===== src/rtl/mux_rr_arbiter_pkg.sv =====
// Shared types and helpers for the 4-requester round-robin mux arbiter.
// Optional lock feature is compiled in with MUX_ARB_LOCK_EN.
package mux_arb_pkg;

  localparam int NREQ  = 4;
  localparam int SEL_W = 2;

  typedef enum logic {
    IDLE  = 1'b0,
    GRANT = 1'b1
  } state_e;

  function automatic logic [NREQ-1:0] onehot(input logic [SEL_W-1:0] sel);
    logic [NREQ-1:0] v;
    v      = '0;
    v[sel] = 1'b1;
    return v;
  endfunction

endpackage


===== src/rtl/mux_rr_arbiter_if.sv =====
// Requester-side bus of the round-robin mux arbiter.
// MUX_ARB_LOCK_EN adds the lock input that extends a tenure past MAX_HOLD.
interface mux_rr_arbiter_if;
  import mux_arb_pkg::*;

  // req[i] is a level request held by requester i until it is done with the mux;
  // gnt[i] (one-hot, registered) is the acknowledge, and a tenure ends on the edge
  // where req[i] is sampled low or the hold budget runs out.
  logic [NREQ-1:0] req;
  logic [NREQ-1:0] gnt;
  logic            S1;
  logic            S0;
  logic            busy;

`ifdef MUX_ARB_LOCK_EN
  logic            lock;

  modport master (output req, output lock, input gnt, input S1, input S0, input busy);
  modport slave  (input req, input lock, output gnt, output S1, output S0, output busy);
`else
  modport master (output req, input gnt, input S1, input S0, input busy);
  modport slave  (input req, output gnt, output S1, output S0, output busy);
`endif

endinterface


===== src/rtl/mux_rr_arbiter_pick.sv =====
// Rotating-priority encoder: first requester at or after ptr, wrapping 3 -> 0.
module mux_arb_rr_pick
  import mux_arb_pkg::*;
(
  input  logic [NREQ-1:0]  req_i,
  input  logic [SEL_W-1:0] ptr_i,
  output logic             any_o,
  output logic [SEL_W-1:0] idx_o
);

  logic [SEL_W-1:0] cand;

  // Scan from the farthest position down so the nearest requester to ptr wins last.
  always_comb begin
    any_o = 1'b0;
    idx_o = '0;
    cand  = '0;
    for (int k = NREQ - 1; k >= 0; k--) begin
      cand = ptr_i + SEL_W'(k);
      if (req_i[cand]) begin
        any_o = 1'b1;
        idx_o = cand;
      end
    end
  end

endmodule


===== src/rtl/mux_rr_arbiter.sv =====
// Round-robin arbiter driving the select pins of a 4:1 mux, tenure bounded by MAX_HOLD.
// Define MUX_ARB_LOCK_EN to add a lock input that suppresses tenure expiry.
module mux_rr_arbiter
  import mux_arb_pkg::*;
#(
  parameter int MAX_HOLD = 8,
  parameter int CNT_W    = 8
) (
  input  logic                clk,
  input  logic                rst_n,
  mux_rr_arbiter_if.slave     bus,
  output state_e              dbg_state_o,
  output logic [CNT_W-1:0]    dbg_hold_cnt_o,
  output logic [SEL_W-1:0]    dbg_ptr_o
);

  localparam logic [CNT_W-1:0] HOLD_LAST = CNT_W'(MAX_HOLD - 1);

  state_e           state_q;
  logic [SEL_W-1:0] ptr_q;
  logic [SEL_W-1:0] sel_q;
  logic [CNT_W-1:0] hold_q;
  logic [NREQ-1:0]  gnt_q;

  logic [SEL_W-1:0] ptr_d;
  logic [SEL_W-1:0] pick_idx;
  logic             pick_any;
  logic             own_req;
  logic             at_last;
  logic             lock_hold;
  logic             keep;

`ifdef MUX_ARB_LOCK_EN
  assign lock_hold = bus.lock;
`else
  assign lock_hold = 1'b0;
`endif

  assign own_req = bus.req[sel_q];
  assign at_last = (hold_q == HOLD_LAST);
  assign keep    = (state_q == GRANT) && own_req && (!at_last || lock_hold);

  // On release the search starts just past the owner, so the owner is considered
  // last and only wins again when it is the sole requester.
  assign ptr_d = (state_q == GRANT) ? sel_q + SEL_W'(1) : ptr_q;

  mux_arb_rr_pick u_pick (
    .req_i (bus.req),
    .ptr_i (ptr_d),
    .any_o (pick_any),
    .idx_o (pick_idx)
  );

  always_ff @(posedge clk or negedge rst_n) begin
    if (!rst_n) begin
      state_q <= IDLE;
      ptr_q   <= '0;
      sel_q   <= '0;
      hold_q  <= '0;
      gnt_q   <= '0;
    end else if (keep) begin
      if (!at_last) hold_q <= hold_q + CNT_W'(1);
    end else begin
      ptr_q  <= ptr_d;
      hold_q <= '0;
      if (pick_any) begin
        state_q <= GRANT;
        gnt_q   <= onehot(pick_idx);
        sel_q   <= pick_idx;
      end else begin
        // sel_q is left alone so the mux select does not move while idle
        state_q <= IDLE;
        gnt_q   <= '0;
      end
    end
  end

  assign bus.gnt  = gnt_q;
  assign bus.S1   = sel_q[1];
  assign bus.S0   = sel_q[0];
  assign bus.busy = |gnt_q;

  assign dbg_state_o    = state_q;
  assign dbg_hold_cnt_o = hold_q;
  assign dbg_ptr_o      = ptr_q;

endmodule


===== src/flat_wrapper.sv =====
// flat-port wrapper written by rule: the top's interface ports become plain ports
module mux_rr_arbiter_flat import mux_arb_pkg::*;
#(
  parameter int MAX_HOLD = 8,
  parameter int CNT_W    = 8
)
  (clk, rst_n, dbg_state_o, dbg_hold_cnt_o, dbg_ptr_o, bus_req, bus_gnt, bus_S1, bus_S0, bus_busy);
  mux_rr_arbiter_if bus_i ();
  input  logic clk;
  input  logic rst_n;
  output state_e dbg_state_o;
  output logic [CNT_W-1:0] dbg_hold_cnt_o;
  output logic [SEL_W-1:0] dbg_ptr_o;
  input wire logic [$bits(bus_i.req)-1:0] bus_req;
  output wire logic [$bits(bus_i.gnt)-1:0] bus_gnt;
  output wire logic [$bits(bus_i.S1)-1:0] bus_S1;
  output wire logic [$bits(bus_i.S0)-1:0] bus_S0;
  output wire logic [$bits(bus_i.busy)-1:0] bus_busy;
  assign bus_i.req = bus_req;
  assign bus_gnt = bus_i.gnt;
  assign bus_S1 = bus_i.S1;
  assign bus_S0 = bus_i.S0;
  assign bus_busy = bus_i.busy;
  mux_rr_arbiter #(.MAX_HOLD(MAX_HOLD), .CNT_W(CNT_W)) u_core (.clk(clk), .rst_n(rst_n), .bus(bus_i), .dbg_state_o(dbg_state_o), .dbg_hold_cnt_o(dbg_hold_cnt_o), .dbg_ptr_o(dbg_ptr_o));
endmodule

===== config.mk =====
export PLATFORM = sky130hd
export DESIGN_NAME = mux_rr_arbiter_flat
export DESIGN_NICKNAME = d
export VERILOG_FILES = /design/src/rtl/mux_rr_arbiter_pkg.sv /design/src/rtl/mux_rr_arbiter_if.sv /design/src/rtl/mux_rr_arbiter_pick.sv /design/src/rtl/mux_rr_arbiter.sv /design/src/flat_wrapper.sv
export SDC_FILE = /design/constraint.sdc
export NUM_CORES = 1
export LEC_CHECK = 0
export CORE_MARGIN = 2
export CORE_UTILIZATION = 42
export CTS_BUF_LIST = sky130_fd_sc_hd__clkbuf_4 sky130_fd_sc_hd__clkbuf_8 sky130_fd_sc_hd__clkbuf_16
export CTS_CLUSTER_SIZE = 28
export DETAILED_ROUTE_END_ITERATION = 16
export PLACE_DENSITY_LB_ADDON = 0.25
export SYNTH_ARGS = -nofsm -noshare
export SYNTH_HDL_FRONTEND = slang
export SYNTH_SLANG_ARGS = --single-unit

===== constraint.sdc =====
create_clock -name clk -period 1.55 [get_ports clk]
set_input_delay 0.31 -clock clk [delete_from_list [all_inputs] [get_ports clk]]
set_output_delay 0.31 -clock clk [all_outputs]
set_load 0.005 [all_outputs]

# --- After elaboration in Yosys (flattened, before gate mapping) ---
# Index checks and enable logic that the tools add are counted.
classes:
  addsub: 5
  bitwise: 1
  n_mux: 25
  n_reduce_logical: 6
  n_lt_le_gt_ge: 7
  eq_ne: 2
ops:
  columns: ["operator", "count"]
  rows:
  - ["2-bit by 3-bit less-than comparator with 1-bit output (second input constant)", 6]
  - ["8-bit 2-to-1 mux", 2]
  - ["1-bit 2-to-1 mux", 11]
  - ["1-bit binary-select mux with 2-bit select", 5]
  - ["2-bit 2-to-1 mux", 5]
  - ["8-bit by 1-bit adder with 8-bit output (second input constant)", 1]
  - ["8-bit by 3-bit == test with 1-bit output (second input constant)", 1]
  - ["2-bit by 1-bit adder with 2-bit output (second input constant)", 2]
  - ["2-bit adder (second input constant)", 2]
  - ["4-bit 2-to-1 mux", 1]
  - ["4-bit OR reduction", 1]
  - ["1-bit logical AND", 3]
  - ["1-bit demux with 2-bit select", 1]
  - ["2-bit by 1-bit >= comparator with 1-bit output (second input constant)", 1]
  - ["2-bit inequality test (second input constant)", 1]
  - ["2-bit AND reduction", 1]
  - ["1-bit logical NOT", 1]
  - ["1-bit inverter", 1]
totals:
  ff_bits: 17
  out_inout_bits: 18

# --- Depth between registers and ports, before layout ---
# Gate-level depths: netlist (run 1).
logic_depth:
  word_depth: 14
  mapped_depth: 6
  depth_no_buf: 6

# --- Modules after synthesis ---
# A second synthesis (run 1) with hierarchy kept.
unflattened:
  cells_unflattened: 84
  area_unflattened_um2: 908.4
modules_own_cells:
  columns: ["mod", "n_inst", "cells_each", "area_each_um2", "seq_area_each_um2"]
  rows:
  - ["mux_rr_arbiter", 1, 71, 830.8, 425.4]
  - ["mux_arb_rr_pick", 1, 13, 77.6, 0.0]

# --- Worst setup path after synthesis (run 1) ---
# OpenSTA, ideal clock, no wires.
synth_path:
  kind: "register to register"
  from: "register u_core.hold_q[3], in the netlist u_core.dbg_hold_cnt_o[3]"
  to: "register u_core.gnt_q[0], in the netlist u_core.bus.gnt[0]"
  required_ps: 1413
  n_path_buf: 1
  period_less_slack_ps: 1759
  arrival_time_ps: 1622
  stages_incl_launch_ff: 5
  path_slack_ps: -209
  setup_ps: 137
  path_cell_list: "dfrtp_1 -> or4_4 -> o311ai_4 -> buf_2 -> o22ai_1"
synth_between:
  elab_chain_cells: 3
synth_rtl:
  columns: ["element", "line", "source"]
  rows:
  - ["start: declaration", "mux_rr_arbiter.sv:22", "logic [CNT_W-1:0] hold_q;"]
  - ["start signal: assignment", "mux_rr_arbiter.sv:62", "if (!at_last) hold_q <= hold_q + CNT_W'(1);"]
  - ["8-bit by 3-bit == test with 1-bit output", "mux_rr_arbiter.sv:40", "assign at_last = (hold_q == HOLD_LAST);"]
  - ["1-bit logical NOT", "mux_rr_arbiter.sv:41", "assign keep = (state_q == GRANT) && own_req && (!at_last || lock_hold);"]
  - ["1-bit logical AND", "mux_rr_arbiter.sv:41", null]
  - ["end signal: assignment", "mux_rr_arbiter.sv:68", "gnt_q <= onehot(pick_idx);"]
  - ["end: declaration", "mux_rr_arbiter.sv:23", "logic [NREQ-1:0] gnt_q;"]
# No other way between the ends.
# A chain may end at the register's enable or synchronous reset.

# --- Worst setup path in the final report (run 1) ---
layout_path:
  from: "register u_core.hold_q[3], in the netlist u_core.dbg_hold_cnt_o[3]"
  to: "register u_core.gnt_q[1], in the netlist u_core.bus.gnt[1]"
# The elaborated chain is that of the path after synthesis.

==> flow_metrics.tcl, run 1 <==
set metrics [dict create \
    seq_area_frac_synth_pct 46.1 \
    rows 16 \
    hpwlAfterDp_mm 1.81 \
    synth_common_cells "dfrtp_1, nor2_1, nand2_1" \
    async_reset_ff_share_pct 100 \
    grt_pass1_vias 1003 \
    route.detailed.drc 0 \
    port_buffers 23 \
    antennaDiodeCount 0 \
    setup_ws_ns -0.206 \
    synth_seq_cells 17 \
    total_power_w 0.00249 \
    ios 24 \
    synthCells 92 \
    drv_cap 0 \
    initialDrtViolationCount 23 \
    synth_area_per_cell_um2 10.0 \
    wl_per_cell_um 15.6 \
    critPathRequiredTime_ns 1.77 \
    cp-end-kind "flop" \
    fin_nets 158 \
    grt_util_all_layers_pct 23.4 \
    start_util_pct 45.7 \
    criticalPathCategory "flop to flop" \
    die_area_um2 2590 \
    rsz0062_at_grt "true" \
    r2r_cells 5 \
    holdCritPathClass "input port to asynchronous set/reset pin" \
    core_um2 2020 \
    min_period_over_period_pct 113 \
    final_area_um2 1580 \
    drtAntennaViolNets 0 \
    failed_checks "negative setup slack" \
    slew_violations 0 \
    outcome "complete, but fails checks" \
    vias_per_cell 5.30 \
    setup_viol 17 \
    fillers 132 \
    netlist_top_cells_area "dfrtp_1, nor2_1, xor2_1" \
    dpl-instance-area_um2 1350 \
    area_delta_synth_final_pct 71.0 \
    fmax_mhz 569 \
    syn_nets 99 \
    place_congestion 0.809 \
    fin_crit_ns 1.76 \
    tightest_slew_ns 0.383 \
    yosys.area.top_type "dfrtp_1" \
    grt_pass1_wl_mm 4.34 \
    yosysUniqueCellTypes 32 \
    antenna_found_initial 0 \
    cts_buffers 3 \
    relSlewSlack_pct 74.5 \
    route.vias.total 938 \
    drt_pass1_iterations 4 \
    clk_latency_ns 0.30 \
    drt_wl_total_mm 2.77 \
    die_height_um 50.9 \
    htree_levels 1 \
    drive_above_1_share_pct 39.3 \
    cts_tree "yes" \
    synth_top_area_share_pct 46.1 \
    clockBufferDepth 2 \
    cp_max_fo 5 \
    finalClockSkew_ns 0.00155 \
    overflow 0 \
    timing.hold.ws_ns 0.317 \
    power.leakage_nw 0.824 \
    grt_max_degree 18 \
    yosysMostFrequentCell "dfrtp_1" \
    startpoint_type "flop" \
    synth_ff_type "dfrtp_1" \
    cts.sinks 17 \
    synth_edf_count 0 \
    power_density_nw_per_um2 1580 \
    yosys_warnings 0 \
    synth.cell_area_um2 923 \
    cts-root-buf "clkbuf_4" \
    hold_viol 0 \
    ir_drop_mv 1.06 \
    die_x_um 50.9 \
    path_clk_slew_ns 0.10 \
    arrival_ns 1.97 \
    fin_setup_tns_ns -2.25 \
]
-- registers in the layout, summed over array words and instances, names as in the netlist --
signal / count
u_core.dbg_hold_cnt_o: 8
u_core.dbg_ptr_o: 2
u_core.bus.gnt: 4
u_core.sel_q: 2
u_core.dbg_state_o: 1
-- area by class of cell --
class / count / area (um^2) / area share (%)
clock buffer: 4 / 30.0 / 1.90
timing repair buffer: 57 / 514 / 32.6
sequential: 17 / 429 / 27.2
tap: 27 / 33.8 / 2.14
inverter: 6 / 22.5 / 1.43
multi-input combinational: 66 / 549 / 34.8
-- metal layers --
| layer | wire length, um | up-vias | global-route usage [%] |
|---|---|---|---|
| met3 | 110 | 6 | 5.85 |
| li1 | - | 448 | - |
| met5 | 0 | - | 0 |
| met4 | 46 | 0 | 9.91 |
| met2 | 1500 | 25 | 42.3 |
| met1 | 1110 | 459 | 26.1 |
-- critical path: stages, from the launching register on --
cell and delay (ns):
dfrtp_1 0.40, or4_4 0.55, o311ai_4 0.25, buf_6 0.17, nand2b_1 0.11, o22ai_1 0.18
-- power breakdown --
group | internal (W) | switching [W] | leakage [nW]
Sequential | 0.000567 | 0.000129 | 0.216
Clock | 0.000118 | 0.000145 | 0.0184
Combinational | 0.000896 | 0.000634 | 0.590
-- final timing paths --
kind,from,end,slack [ns]
worst min-delay path,rst_n,u_core.bus.gnt[3]$_DFFE_PN0N_,0.32
worst max register to register,u_core.dbg_hold_cnt_o[3]$_DFFE_PN0P_,u_core.bus.gnt[1]$_DFFE_PN0N_,-0.21
max in group asynchronous,rst_n,u_core.dbg_state_o$_DFFE_PN0N_,1.03
worst max-delay path,u_core.dbg_hold_cnt_o[3]$_DFFE_PN0P_,u_core.bus.gnt[1]$_DFFE_PN0N_,-0.21
min in group clk,u_core.dbg_hold_cnt_o[0]$_DFFE_PN0P_,u_core.dbg_hold_cnt_o[0]$_DFFE_PN0P_,0.59
worst min register to register,u_core.dbg_hold_cnt_o[0]$_DFFE_PN0P_,u_core.dbg_hold_cnt_o[0]$_DFFE_PN0P_,0.59
-- placed cells by master (no fill, tap or decap), drive strengths merged, types with 4 or more instances in the layout --
master	n
buf	35
dfrtp	17
nor2	11
dlygate4sd2	8
clkdlybuf4s50	8
nand2	8
inv	6
dlymetal6s2s	6
nand3	6
xor2	4
clkbuf	4
o22ai	4
-- per-stage QoR --
stage / util, % / setup WS [ns] / cells
final: 78.1 / -0.206 / 177
after CTS: 74.1 / -0.148 / 174
after detailed placement: 66.6 / -0.513 / 162
after global placement: 66.6 / -0.442 / 162
after floorplan: - / -0.173 / 92
after global routing: 78.1 / -0.278 / 177
-- cell families (layout without fill, tap and decap cells) --
family,Yosys count,in the layout,synth area share [%]
simple gates,39,39,22.0
compound gates,18,18,17.8
flops,17,17,46.1
buf+inv,9,67,3.79
xor+xnor,7,7,6.64
fa+ha+maj,1,1,1.35
mux,1,1,2.44
-- what timing repair did --
action,CTS,global route
gates cloned,0,0
resized for setup,27,16
setup buffers,8,3
setup endpoints to repair,27,24
pin swaps,4,3
hold buffers,0,0
hold endpoints to repair,0,0
Power figures use the tool's default switching activity.
==> run 2: changes to the inputs <==
CORE_MARGIN = not set   (was 2)
CORE_UTILIZATION = 30   (was 42)
SETUP_SLACK_MARGIN = 0.5   (was not set)
==> run 2 against run 1 <==
The flow finishes with violations (design-rule violations, negative setup slack). Via count shrank 0.85%. Hold slack improved by 0.013 ns. Final area increased by 2.6%. Combinational power increased by 3%. Fmax is 3.3% higher. Largest cell class unchanged.
==> flow_metrics.tcl, run 2 (synthesized netlist as in run 1, its figures left out) <==
set metrics [dict create \
    outcome "complete, but fails checks" \
    failed_checks "design-rule violations, negative setup slack" \
    timing.hold.ws_ns 0.331 \
    die_height_um 57.5 \
    criticalPathCategory "flop to flop" \
    rr_startpoint "u_core.dbg_hold_cnt_o[4]$_DFFE_PN0P_" \
    arrival_ns 1.88 \
    area_delta_synth_final_pct 75.5 \
    startpoint_type "flop" \
    rsz0062_at_grt "true" \
    timing.rr.end "u_core.sel_q[1]$_DFFE_PN0P_" \
    power.leakage_nw 0.793 \
    cts.sinks 17 \
    die_x_um 57.5 \
    fin_crit_ns 1.70 \
    path_clk_slew_ns 0.10 \
    clockBufferDepth 2 \
    finalCoreUtilization_pct 57.3 \
    cp_max_fo 6 \
    drv_cap 0 \
    die_area_um2 3300 \
    grt_max_degree 18 \
    cts_tree "yes" \
    htree_levels 1 \
    holdCritPathClass "input port to asynchronous set/reset pin" \
    critPathRequiredTime_ns 1.73 \
    relSlewSlack_pct 77.6 \
    cts-root-buf "clkbuf_4" \
    slew_violations 0 \
    setup_ws_ns -0.151 \
    drt_wl_total_mm 2.57 \
    ir_drop_mv 0.818 \
    tightest_slew_ns 0.335 \
    drtAntennaViolNets 0 \
    antenna_found_initial 0 \
    place_congestion 0.844 \
    route.detailed.drc 1 \
    overflow 0 \
    clk_latency_ns 0.28 \
    grt_pass1_wl_mm 4.28 \
    ios 24 \
    core_um2 2830 \
    port_buffers 23 \
    cp-end-kind "flop" \
    grt_pass1_vias 974 \
    rows 19 \
    hold_viol 0 \
    final_common_cell "buf_6" \
    min_period_over_period_pct 110 \
    fin_setup_tns_ns -1.90 \
    cts_hold_buffers 0 \
    rrSetupSlack_ns -0.15 \
    hpwlAfterDp_mm 1.63 \
    initialDrtViolationCount 27 \
    power_density_nw_per_um2 1550 \
    final_cell_mix "buf_6, buf_4, dfrtp_1, nor2_1, buf_2" \
    antennaDiodeCount 0 \
    vias_per_cell 5.03 \
    largest_reg_flops 8 \
    route.vias.total 930 \
    r2r_cells 5 \
    fmax_mhz 588 \
    fin_nets 162 \
    drive_above_1_share_pct 57.8 \
    setup_viol 16 \
    cts_buffers 3 \
    wl_per_cell_um 13.9 \
    drt_pass1_iterations 12 \
    finalClockSkew_ns 0.00677 \
    start_util_pct 32.6 \
    grt_util_all_layers_pct 16.6 \
]
-- run 2: layout make-up --
| type | count | area (um^2) |
|---|---|---|
| inverter | 6 | 25.0 |
| fill | 248 | 1210 |
| tap | 31 | 38.8 |
| clock buffer | 4 | 30.0 |
| multi-input combinational | 66 | 564 |
| sequential | 17 | 430 |
| timing repair buffer | 61 | 532 |
-- run 2: per-stage QoR --
stage / area, um^2 / cells / total power, W / setup slack, ns
detailed placement: 1360 / 167 / 0.00182 / -0.489
CTS: 1500 / 181 / 0.00224 / -0.179
global placement: 1360 / 167 / 0.00182 / -0.458
finish: 1620 / 185 / 0.00251 / -0.151
floorplan: 926 / 92 / 0.00123 / -0.173
global route: 1620 / 185 / 0.00270 / -0.205
-- run 2: what timing repair did --
action                     CTS  global route
pin swaps                    8             4
gates resized for setup     98            35
buffers inserted            10             4
setup endpoints to repair   35            35
-- run 2: worst max path at each step --
stage	start	endpoint	slack (ns)	depth (start not counted)
3_3_place_gp	bus_req[0]	u_core.bus.gnt[1]$_DFFE_PN0N_	-0.46	6
2_1_floorplan	u_core.dbg_hold_cnt_o[3]$_DFFE_PN0P_	u_core.bus.gnt[0]$_DFFE_PN0N_	-0.17	4
4_1_cts	u_core.dbg_hold_cnt_o[4]$_DFFE_PN0P_	u_core.sel_q[1]$_DFFE_PN0P_	-0.18	5
6_report	u_core.dbg_hold_cnt_o[4]$_DFFE_PN0P_	u_core.sel_q[1]$_DFFE_PN0P_	-0.15	5
3_5_place_dp	bus_req[0]	u_core.bus.gnt[1]$_DFFE_PN0N_	-0.49	6
5_1_grt	u_core.dbg_hold_cnt_o[4]$_DFFE_PN0P_	u_core.dbg_hold_cnt_o[5]$_DFFE_PN0P_	-0.20	5
-- run 2: critical path, stage by stage (launching register included) --
cell and delay, ns:
dfrtp_1 0.39, or4_4 0.55, o311ai_4 0.25, buf_6 0.18
nand2_2 0.05, a22o_1 0.17
-- run 2: routing by layer --
layer | wire [um] | up-vias | global-route usage [%]
met4 | 34 | 0 | 5.57
met3 | 103 | 6 | 2.04
met5 | 0 | - | 0
met2 | 1370 | 27 | 28.7
li1 | - | 455 | -
met1 | 1070 | 442 | 21.4
-- run 2: where the power goes --
group / internal [W] / switching, W
logic: 0.000921 / 0.000645
registers: 0.000568 / 0.000119
clock network: 0.000117 / 0.000137
==> run 3: changes to the inputs <==
CAP_MARGIN = 30   (was not set)
==> results of run 3 <==
Same layout as run 2: the final DEF is identical, and so are final timing and power.
